## config.mk

```make
export PLATFORM = sky130hd
export DESIGN_NAME = psram_byte_bridge
export DESIGN_NICKNAME = d
export VERILOG_FILES = /design/src/rtl/psram_byte_bridge.sv
export SDC_FILE = /design/constraint.sdc
export NUM_CORES = 1
export LEC_CHECK = 0
export CAP_MARGIN = 40
export CORE_ASPECT_RATIO = 0.8
export CORE_UTILIZATION = 51
export DETAILED_ROUTE_END_ITERATION = 6
export GPL_TIMING_DRIVEN = 1
export PLACE_DENSITY = 0.82
export SYNTH_ARGS = -nofsm -noshare
export SYNTH_HDL_FRONTEND = slang
export SYNTH_SLANG_ARGS = --single-unit
```

## constraint.sdc

```tcl
create_clock -name clk -period 4.6 [get_ports clk]
set_clock_uncertainty 0.1 [all_clocks]
set_input_delay 1.15 -clock clk [delete_from_list [all_inputs] [get_ports clk]]
set_output_delay 1.15 -clock clk [all_outputs]
set_load 0.1 [all_outputs]
```

## src/rtl/psram_byte_bridge.sv

```systemverilog
`default_nettype none
// ============================================================================
// Module   : psram_byte_bridge
// Brief    : Byte-wide host bus to 128-bit PSRAM burst command bridge, with a
//            one-line read buffer for repeated accesses to the same beat.
// Revision : 1.0 - initial release
// ============================================================================
module psram_byte_bridge #(
    parameter int ADDR_WIDTH  = 21,
    parameter int HOST_AW     = 23,
    parameter int BURST_BEATS = 4,
    parameter int CMD_GAP     = 14,
    parameter int RD_TIMEOUT  = 255
) (
    input  logic                  clk,
    input  logic                  rst,
    input  logic                  init_calib,
    input  logic                  host_req,
    input  logic                  host_we,
    input  logic [HOST_AW-1:0]    host_addr,
    input  logic [7:0]            host_wdata,
    output logic                  host_ready,
    output logic                  host_rvalid,
    output logic [7:0]            host_rdata,
    output logic                  cmd,
    output logic                  cmd_en,
    output logic [ADDR_WIDTH-1:0] addr,
    output logic [127:0]          wr_data,
    output logic [15:0]           data_mask,
    input  logic [127:0]          rd_data,
    input  logic                  rd_data_valid,
    output logic                  error
);

    localparam int c_TAG_W  = HOST_AW - 4;
    localparam int c_GAP_W  = $clog2(CMD_GAP + 1);
    localparam int c_TO_W   = $clog2(RD_TIMEOUT + 1);
    localparam int c_BEAT_W = $clog2(BURST_BEATS + 1);

    localparam logic [c_GAP_W-1:0]  c_GAP_LOAD  = c_GAP_W'(CMD_GAP - 1);
    localparam logic [c_TO_W-1:0]   c_TO_MAX    = c_TO_W'(RD_TIMEOUT);
    localparam logic [c_BEAT_W-1:0] c_BEATS_REM = c_BEAT_W'(BURST_BEATS - 1);

    typedef enum logic [2:0] {
        S_IDLE     = 3'd0,
        S_WR_CMD   = 3'd1,
        S_WR_BEAT  = 3'd2,
        S_RD_CMD   = 3'd3,
        S_RD_WAIT  = 3'd4,
        S_RD_DRAIN = 3'd5
    } state_t;

    state_t                r_state;
    logic [c_GAP_W-1:0]    r_gap;
    logic [c_TO_W-1:0]     r_to;
    logic [c_BEAT_W-1:0]   r_beat;
    logic [3:0]            r_lane;
    logic [c_TAG_W-1:0]    r_tag;
    logic [127:0]          r_buf;
    logic [c_TAG_W-1:0]    r_buf_tag;
    logic                  r_buf_valid;
    logic                  r_rvalid;
    logic [7:0]            r_rdata;
    logic                  r_cmd;
    logic                  r_cmd_en;
    logic [ADDR_WIDTH-1:0] r_addr;
    logic [127:0]          r_wr_data;
    logic [15:0]           r_data_mask;
    logic                  r_error;

    logic [c_TAG_W-1:0]    w_tag;
    logic [3:0]            w_lane;
    logic                  w_accept;
    logic                  w_buf_hit;

    assign w_tag     = host_addr[HOST_AW-1:4];
    assign w_lane    = host_addr[3:0];
    assign w_buf_hit = r_buf_valid && (r_buf_tag == w_tag);
    // A pending read response (hit or timeout) blocks acceptance for that cycle.
    assign host_ready = (r_state == S_IDLE) && init_calib && (r_gap == '0) && !r_rvalid;
    assign w_accept   = host_req && host_ready;

    assign host_rvalid = r_rvalid;
    assign host_rdata  = r_rdata;
    assign cmd         = r_cmd;
    assign cmd_en      = r_cmd_en;
    assign addr        = r_addr;
    assign wr_data     = r_wr_data;
    assign data_mask   = r_data_mask;
    assign error       = r_error;

    always_ff @(posedge clk) begin
        if (rst) begin
            r_state     <= S_IDLE;
            r_gap       <= '0;
            r_to        <= '0;
            r_beat      <= '0;
            r_lane      <= '0;
            r_tag       <= '0;
            r_buf       <= '0;
            r_buf_tag   <= '0;
            r_buf_valid <= 1'b0;
            r_rvalid    <= 1'b0;
            r_rdata     <= '0;
            r_cmd       <= 1'b0;
            r_cmd_en    <= 1'b0;
            r_addr      <= '0;
            r_wr_data   <= '0;
            r_data_mask <= '0;
            r_error     <= 1'b0;
        end else begin
            r_rvalid <= 1'b0;
            if (r_gap != '0) begin
                r_gap <= r_gap - 1'b1;
            end

            case (r_state)
                S_IDLE: begin
                    if (w_accept) begin
                        r_lane <= w_lane;
                        r_tag  <= w_tag;
                        if (host_we) begin
                            r_state     <= S_WR_CMD;
                            r_cmd_en    <= 1'b1;
                            r_cmd       <= 1'b1;
                            r_addr      <= {w_tag, 2'b00};
                            r_wr_data   <= {16{host_wdata}};
                            r_data_mask <= ~(16'd1 << w_lane);
                            r_gap       <= c_GAP_LOAD;
                            if (w_buf_hit) begin
                                r_buf[{w_lane, 3'b000} +: 8] <= host_wdata;
                            end
                        end else if (w_buf_hit) begin
                            r_rvalid <= 1'b1;
                            r_rdata  <= r_buf[{w_lane, 3'b000} +: 8];
                        end else begin
                            r_state  <= S_RD_CMD;
                            r_cmd_en <= 1'b1;
                            r_cmd    <= 1'b0;
                            r_addr   <= {w_tag, 2'b00};
                            r_gap    <= c_GAP_LOAD;
                        end
                    end
                end

                S_WR_CMD: begin
                    r_cmd_en    <= 1'b0;
                    r_data_mask <= 16'hFFFF;
                    r_beat      <= c_BEATS_REM;
                    if (BURST_BEATS == 1) begin
                        r_state     <= S_IDLE;
                        r_cmd       <= 1'b0;
                        r_wr_data   <= '0;
                        r_data_mask <= '0;
                    end else begin
                        r_state <= S_WR_BEAT;
                    end
                end

                S_WR_BEAT: begin
                    if (r_beat <= c_BEAT_W'(1)) begin
                        r_state     <= S_IDLE;
                        r_cmd       <= 1'b0;
                        r_wr_data   <= '0;
                        r_data_mask <= '0;
                    end else begin
                        r_beat <= r_beat - 1'b1;
                    end
                end

                S_RD_CMD: begin
                    r_cmd_en <= 1'b0;
                    r_to     <= c_TO_W'(1);
                    r_state  <= S_RD_WAIT;
                end

                S_RD_WAIT: begin
                    if (rd_data_valid) begin
                        r_buf       <= rd_data;
                        r_buf_tag   <= r_tag;
                        r_buf_valid <= 1'b1;
                        r_rvalid    <= 1'b1;
                        r_rdata     <= rd_data[{r_lane, 3'b000} +: 8];
                        r_beat      <= c_BEATS_REM;
                        r_state     <= (BURST_BEATS == 1) ? S_IDLE : S_RD_DRAIN;
                    end else if (r_to >= c_TO_MAX) begin
                        r_error     <= 1'b1;
                        r_rvalid    <= 1'b1;
                        r_rdata     <= 8'hFF;
                        r_buf_valid <= 1'b0;
                        r_state     <= S_IDLE;
                    end else begin
                        r_to <= r_to + 1'b1;
                    end
                end

                // Remaining beats of the burst carry nothing the host asked for.
                S_RD_DRAIN: begin
                    if (rd_data_valid) begin
                        if (r_beat <= c_BEAT_W'(1)) begin
                            r_state <= S_IDLE;
                        end else begin
                            r_beat <= r_beat - 1'b1;
                        end
                    end
                end

                default: r_state <= S_IDLE;
            endcase
        end
    end

endmodule
`default_nettype wire

```

Word level (Yosys, flattened, before mapping):

Cells that the tools add are included.

* flip-flop bits (word level): 366
* input port bits: 165
* output and inout bits: 178
* word-level logic and storage cells: 138

* add/subtract/negate cells: 4
* $lt $le $gt $ge: 2
* eq/ne operators: 18
* shift operators: 5
* muxes and demuxes: 59
* bitwise operators: 2
* reduce and logical (&&, ||, !) cells: 31

Operators by type and width (count)
* 128-bit two-way mux: 7
* 128-bit case mux with 2 select lines: 2
* 128-bit by 8-bit variable part select with 8-bit output: 2
* 128-bit bitwise mux: 1
* 8-bit by 9-bit variable shift with 128-bit output, first input constant: 1
* 8-bit by 9-bit variable part select with 128-bit output: 1
* 8-bit two-way mux: 7
* 16-bit two-way mux: 3
* 16-bit case mux with 3 select lines: 1
* 21-bit two-way mux: 2
* 8-bit case mux with 2 select lines: 2
* 3-bit two-way mux: 10
* 4-bit two-way mux: 5
* 2-bit inequality test, second input constant: 10
* 19-bit equality test: 1
* 3-bit case mux with 6 select lines: 1
* 16-bit NOT: 1
* 4-bit AND reduction: 4
* 1-bit by 4-bit << shifter with 16-bit output, first input constant: 1
* 3-bit AND reduction: 5
* 1-bit two-way mux: 14
* 3-bit case mux with 4 select lines: 1
* 5-bit AND reduction: 2
* 2-bit nonzero test: 5
* 20 further kinds: 32

Longest topological paths before layout:

* depth after elaboration: 7
* gate-level depth with buffers: 16
* mapped depth without buffers: 9

Least setup slack after synthesis:

OpenSTA, ideal clock, no wires.

* path type: input -> register
* from: input port host_addr[1]
* to: register r_buf[64]
* library setup time: 0.134 ns
* arrival: 3.840 ns
* data required time: 4.366 ns
* setup slack: 0.526 ns
* stages: 13
* path buffers: 5
* cell sequence: buf_2 > buf_2 > buf_2 > inv_2 > ha_1 > ha_1 > or3_1 > nor3_2 > or2_1 > buf_2 > and2_1 > buf_2 > a211oi_1

* cells in the longest elaborated chain, start to end: 7
* elaborated cells on any way between the ends: 8
* those cells by class: add/sub (1); shift (2); mux (5)

Ends and longest elaborated chain
* start, declared: line 20 `input logic [HOST_AW-1:0] host_addr,`
* 7-bit negation with 9-bit output *: line 131 `r_buf[{w_lane, 3'b000} +: 8] <= host_wdata;`
* 8-bit by 9-bit variable part select with 128-bit output / 8-bit by 9-bit variable shift with 128-bit output (equally long branches): line 131
* 128-bit bitwise mux *: line 131
* 128-bit two-way mux *: line 130 `if (w_buf_hit) begin`
* 128-bit two-way mux *: line 122 `if (host_we) begin`
* 128-bit two-way mux *: line 119 `if (w_accept) begin`
* 128-bit case mux with 2 select lines *: line 117 `case (r_state)`
* end signal, assigned by index: line 131
* end signal, assigned: line 179 `r_buf <= rd_data;`
* end, declared: line 59 `logic [127:0] r_buf;`

Every way passes the cells marked *; elsewhere a longest branch is shown, timed or not. The select of a mux whose other input is x is not followed.
A chain may end at the register's enable or synchronous reset.

Worst setup path in the final report:

* from: input port host_addr[18]
* to: register r_buf[99]

* cells in the longest elaborated chain, start to end: 4

Ends and longest elaborated chain
* 19-bit equality test: line 78 `assign w_buf_hit = r_buf_valid && (r_buf_tag == w_tag);`
* 1-bit logical AND: line 78
* 2-bit inequality test (no source line)
* 5-bit AND reduction (no source line)

No other way between the ends.

==> impl_summary.log <==
[metrics] share of synthesized area spent on multiplexers: 13.2%
[metrics] portion of the clock cycle consumed by the worst path in the final layout: 82.4%
[metrics] pin count of the biggest net entering global routing: 85
[metrics] post-synthesis area per instance: between 9 and 10 sq um
[metrics] crit path cell chain: clkdlybuf4s50_1 -> xnor2_1 -> nand4_1 -> o21ai_0 -> and3_2 -> o21ai_1 -> a221oi_1
[metrics] Hold Crit Depth: 2
[metrics] insertion delay to the later sink of the worst-skew pair: 0.55 ns
[metrics] number of flops mapped to enable cells by yosys: 0
[metrics] routability congestion estimate from global placement: ~1
[metrics] met1 capacity usage during global routing: 46.5%
[metrics] clock sinks: approximately 240
[metrics] highest cell delay on the worst timing path: approximately 0.64 ns
[metrics] final-layout fill cell count: 1739
[metrics] data required time at the worst endpoint: about 4.9 ns
[metrics] clock tree from TritonCTS: built
[metrics] CTS H-Tree Depth: 1
[metrics] data arrival time at the worst-slack endpoint: around 4.1 ns
[metrics] via count of the first global-routing pass: between 10000 and 15000
[metrics] violations in the final reports: design-rule violations
[metrics] Detail Route Antenna Nets: 0
[metrics] Register-to-Register Path Depth: 8
[metrics] share of post-route cells with drive strength above 1: about a fifth
[metrics] Floorplan Core Area: 27400 sq um
[metrics] Worst slew margin: a little under two fifths
[metrics] Tmin final: between 3 and 4 ns
[metrics] Reg-to-Reg Start: r_gap[0]
[metrics] final HPWL from detailed placement: 41000 microns
[metrics] number of hold-slack violations in the final timing report: 0
[metrics] Adder-Cell Fraction of Synth Area: less than 1%
[metrics] buffers added on ports: 340
[metrics] Routed wire per std cell: 24.1 microns
[metrics] end of the worst register-to-register path: r_buf[99]
[metrics] total of max-cap violations: 0
[metrics] growth of design area from synthesis to finish: 45.3%
[metrics] CTS Hold Buffers Added: 0
[metrics] Max VDD drop: around 0.00042 V
[metrics] initial antenna violation count: 1
[metrics] Post-DP Area: 19800 sq um
[metrics] layer with the highest usage after global routing: met2
[metrics] GR Overflow Total: 0
[metrics] Syn. warnings: 0
[metrics] type of the setup path with the least slack: input port to flip-flop
[metrics] clock buffer count from CTS: 27
[metrics] share of synthesized area occupied by flip-flops and latches: 34.2%
[metrics] clock tree root buffer cell: sky130_fd_sc_hd__clkbuf_16
[metrics] timing-limited maximum frequency: around 0.26 GHz
[metrics] Row Count: between 50 and 60
[metrics] floorplan die area: about 29000 sq um
[metrics] total track usage: 37.2%
[metrics] synthesized netlist cell count: ~1600
[metrics] ratio of total power to cell area: about 430 nW/um^2
[metrics] crit path capture type: flip-flop
[metrics] area of the multi-input gates: ~7600 sq um
[metrics] CTS-repair resized insts: 0
[metrics] async set or reset register ratio after synthesis: 0%
[metrics] Seq. cell area: 4890 sq um
[metrics] width of the die: about 190 microns
[metrics] setup violation total in the final timing report: 0
[metrics] simple logic cell fraction of the synthesized area: 11.4%
[metrics] initial cell density of the core: between 50% and 60%
[metrics] unrepaired setup endpoints after global routing: no
[metrics] type of the most critical hold path: flip-flop to flip-flop
[metrics] transition time at the pin with the least slew margin: between 0.9 and 1 ns
[metrics] largest fanout on the critical path: 24
[metrics] total wire length after detailed routing: between 50000 and 60000 microns
[metrics] number of synthesized register bits: roughly 240
[metrics] main combinational cell family by area after synthesis: compound AO/OA/AOI/OAI gates
[metrics] minimum setup slack among reg-to-reg paths: ~1.4 ns
[metrics] drt first-iter violations: 2392
[metrics] met2 track utilization from global routing: between 50% and 60%
[metrics] final instance area: slightly above 20000 sq um
[metrics] clock-pin slew on the worst setup and hold paths: 0.06 ns
[metrics] maximum clock path buffer count: 3
[metrics] xor and xnor area share after synthesis: 1.84%
[metrics] share of the synthesized area in compound gates (AO/OA/AOI/OAI): between 20% and 30%
[metrics] first-pass GRT wire length: 82200 microns
[metrics] met3 Usage GRT: between 10% and 20%
[metrics] DRC violation count after routing: 2
[metrics] type of origin of the critical path: input port
[metrics] max-slew violation count: 0
[metrics] final-stage net count: 2089
[metrics] endpoint with the worst hold slack: r_buf_tag[12]
[metrics] most common flop cell mapped by yosys: sky130_fd_sc_hd__dfxtp_1
[metrics] y dimension of the die: between 150 and 200 microns
[metrics] static leakage: a little over 7 nW
[metrics] library cell contributing the largest single delay on the critical path: sky130_fd_sc_hd__and3_2
[metrics] via-per-instance ratio: between 6 and 7
[metrics] min-delay src: r_tag[12]
[metrics] buffers inserted by post-CTS timing repair: 0
[metrics] netlist area before placement: between 10000 and 15000 sq um
[metrics] DR vias: approximately 15000
[metrics] summed negative setup slack over all endpoints: 0 ns
[metrics] outcome: finished, violations left
[metrics] Detailed Routing Iterations Pass 1: 7
[metrics] I/O pin total: between 300 and 400
[metrics] Netlist cell types: 69
[area by class of cell]
| cell class | instances | area share [%] |
|---|---|---|
| multi-input combinational | 1006 | 36.4 |
| timing repair buffer | 574 | 32.1 |
| sequential | 244 | 23.5 |
| clock buffer | 41 | 3.99 |
| tap | 364 | 2.19 |
| inverter | 61 | 1.10 |
| clock inverter | 8 | 0.656 |
| antenna | 1 | 0.0120 |
[cells in the mapped netlist (3+ instances only)]
library cell / number / area (sq um)
sky130_fd_sc_hd__a22o_1: 4 / 35.0
sky130_fd_sc_hd__and3_1: 3 / 18.8
sky130_fd_sc_hd__nand2_1: 150 / 563
sky130_fd_sc_hd__a21oi_1: 157 / 786
sky130_fd_sc_hd__nor3_2: 3 / 30.0
sky130_fd_sc_hd__buf_4: 127 / 953
sky130_fd_sc_hd__ha_1: 10 / 125
sky130_fd_sc_hd__mux2i_1: 44 / 440
sky130_fd_sc_hd__mux2_2: 8 / 90.1
sky130_fd_sc_hd__a211oi_2: 32 / 400
sky130_fd_sc_hd__xor2_1: 7 / 61.3
sky130_fd_sc_hd__a211oi_1: 93 / 698
sky130_fd_sc_hd__a221oi_1: 47 / 412
sky130_fd_sc_hd__and2_1: 22 / 138
sky130_fd_sc_hd__o21ai_0: 34 / 170
sky130_fd_sc_hd__o211ai_1: 4 / 30.0
sky130_fd_sc_hd__nor4b_1: 3 / 26.3
sky130_fd_sc_hd__nand2b_1: 5 / 31.3
sky130_fd_sc_hd__or2_1: 3 / 18.8
sky130_fd_sc_hd__nor3_1: 12 / 60.1
sky130_fd_sc_hd__nor4_2: 4 / 50.1
sky130_fd_sc_hd__xnor2_1: 23 / 201
sky130_fd_sc_hd__nor2b_1: 6 / 37.5
sky130_fd_sc_hd__inv_1: 60 / 225
sky130_fd_sc_hd__nand4_1: 14 / 87.6
sky130_fd_sc_hd__o21ai_1: 8 / 40.0
sky130_fd_sc_hd__buf_1: 15 / 56.3
sky130_fd_sc_hd__nor2_1: 76 / 285
sky130_fd_sc_hd__a32o_1: 4 / 40.0
sky130_fd_sc_hd__clkbuf_1: 81 / 304
sky130_fd_sc_hd__or3_1: 3 / 18.8
sky130_fd_sc_hd__a22oi_1: 108 / 811
sky130_fd_sc_hd__mux4_2: 60 / 1350
sky130_fd_sc_hd__and2_4: 3 / 26.3
sky130_fd_sc_hd__buf_6: 18 / 203
sky130_fd_sc_hd__buf_2: 25 / 125
sky130_fd_sc_hd__nand3_1: 17 / 85.1
sky130_fd_sc_hd__dfxtp_1: 244 / 4880
[per-stage QoR]
| stage | setup WS (ns) | hold WS (ns) | power, mW | instances | utilization [%] |
|---|---|---|---|---|---|
| floorplan | 0.526 | 0.331 | 5.06 | 1577 | - |
| global placement | 0.534 | 0.335 | 5.81 | 2068 | 61.8 |
| detailed placement | 0.414 | 0.345 | 6.60 | 2249 | 72.2 |
| CTS | 0.948 | 0.353 | 8.91 | 2298 | 75.7 |
| global route | 0.743 | 0.367 | 9.21 | 2299 | 75.7 |
| finish | 0.809 | 0.352 | 8.96 | 2299 | 75.7 |
[where the power goes]
group	switching [mW]	internal [mW]
clock	0.917	1.41
combinational	2.65	1.49
sequential	0.200	2.29
total	3.76	5.20
[routing by layer]
layer / vias up / routed length (microns) / share of wire (%)
li1: 6362 / - / -
met1: 6953 / 20200 / 36
met2: 1247 / 24200 / 44
met3: 256 / 7850 / 14
met4: 0 / 3100 / 5.6
met5: - / 0 / 0
[registers in the layout, summed over array words and instances (netlist names)]
register / cells
host_rvalid: 1
r_buf_tag: 19
r_beat: 3
data_mask: 16
r_to: 8
r_lane: 4
cmd: 1
cmd_en: 1
r_gap: 4
addr: 19
r_tag: 19
r_state: 3
r_buf: 128
error: 1
wr_data: 8
r_buf_valid: 1
host_rdata: 8
[cells by family after synthesis]
group           after synthesis
xor+xnor                     30
flops                       244
fa+ha+maj                    10
buf+inv                     327
compound gates              511
other cells                   1
mux                         112
simple gates                341
[critical path, delay by kind of cell]
kind,cells,cell delay [ns]
buffers and inverters,1,0.47
AO/OA/AOI/OAI,3,1.27
AND/OR/NAND/NOR,2,0.88
XOR/XNOR,1,0.33
[cells in the final DEF (no fill, tap or decap), types with 21 or more instances in the layout]
| master | netlist | layout |
|---|---|---|
| sky130_fd_sc_hd__a211oi_2 | 32 | 32 |
| sky130_fd_sc_hd__buf_8 | 0 | 164 |
| sky130_fd_sc_hd__clkdlybuf4s50_1 | 0 | 336 |
| sky130_fd_sc_hd__a22oi_1 | 108 | 108 |
| sky130_fd_sc_hd__mux4_2 | 60 | 60 |
| sky130_fd_sc_hd__a211oi_1 | 93 | 93 |
| sky130_fd_sc_hd__a221oi_1 | 47 | 47 |
| sky130_fd_sc_hd__and2_1 | 22 | 21 |
| sky130_fd_sc_hd__o21ai_0 | 34 | 34 |
| sky130_fd_sc_hd__mux2i_1 | 44 | 44 |
| sky130_fd_sc_hd__buf_4 | 127 | 55 |
| sky130_fd_sc_hd__a21oi_1 | 157 | 157 |
| sky130_fd_sc_hd__clkbuf_16 | 0 | 27 |
| sky130_fd_sc_hd__nor2_1 | 76 | 76 |
| sky130_fd_sc_hd__xnor2_1 | 23 | 23 |
| sky130_fd_sc_hd__nand2_1 | 150 | 150 |
| sky130_fd_sc_hd__inv_1 | 60 | 60 |
| sky130_fd_sc_hd__dfxtp_1 | 244 | 243 |
[worst max path at each step]
| stage | from | end | slack (ns) |
|---|---|---|---|
| 2_1_floorplan | host_addr[1] | r_buf[64] | 0.53 |
| 3_3_place_gp | host_addr[7] | r_buf[55] | 0.53 |
| 3_5_place_dp | host_addr[7] | r_buf[99] | 0.41 |
| 4_1_cts | host_addr[7] | r_buf[99] | 0.95 |
| 5_1_grt | host_addr[7] | r_buf[99] | 0.74 |
| 6_report | host_addr[18] | r_buf[99] | 0.81 |
No activity file was read; power rests on OpenSTA's default activity.
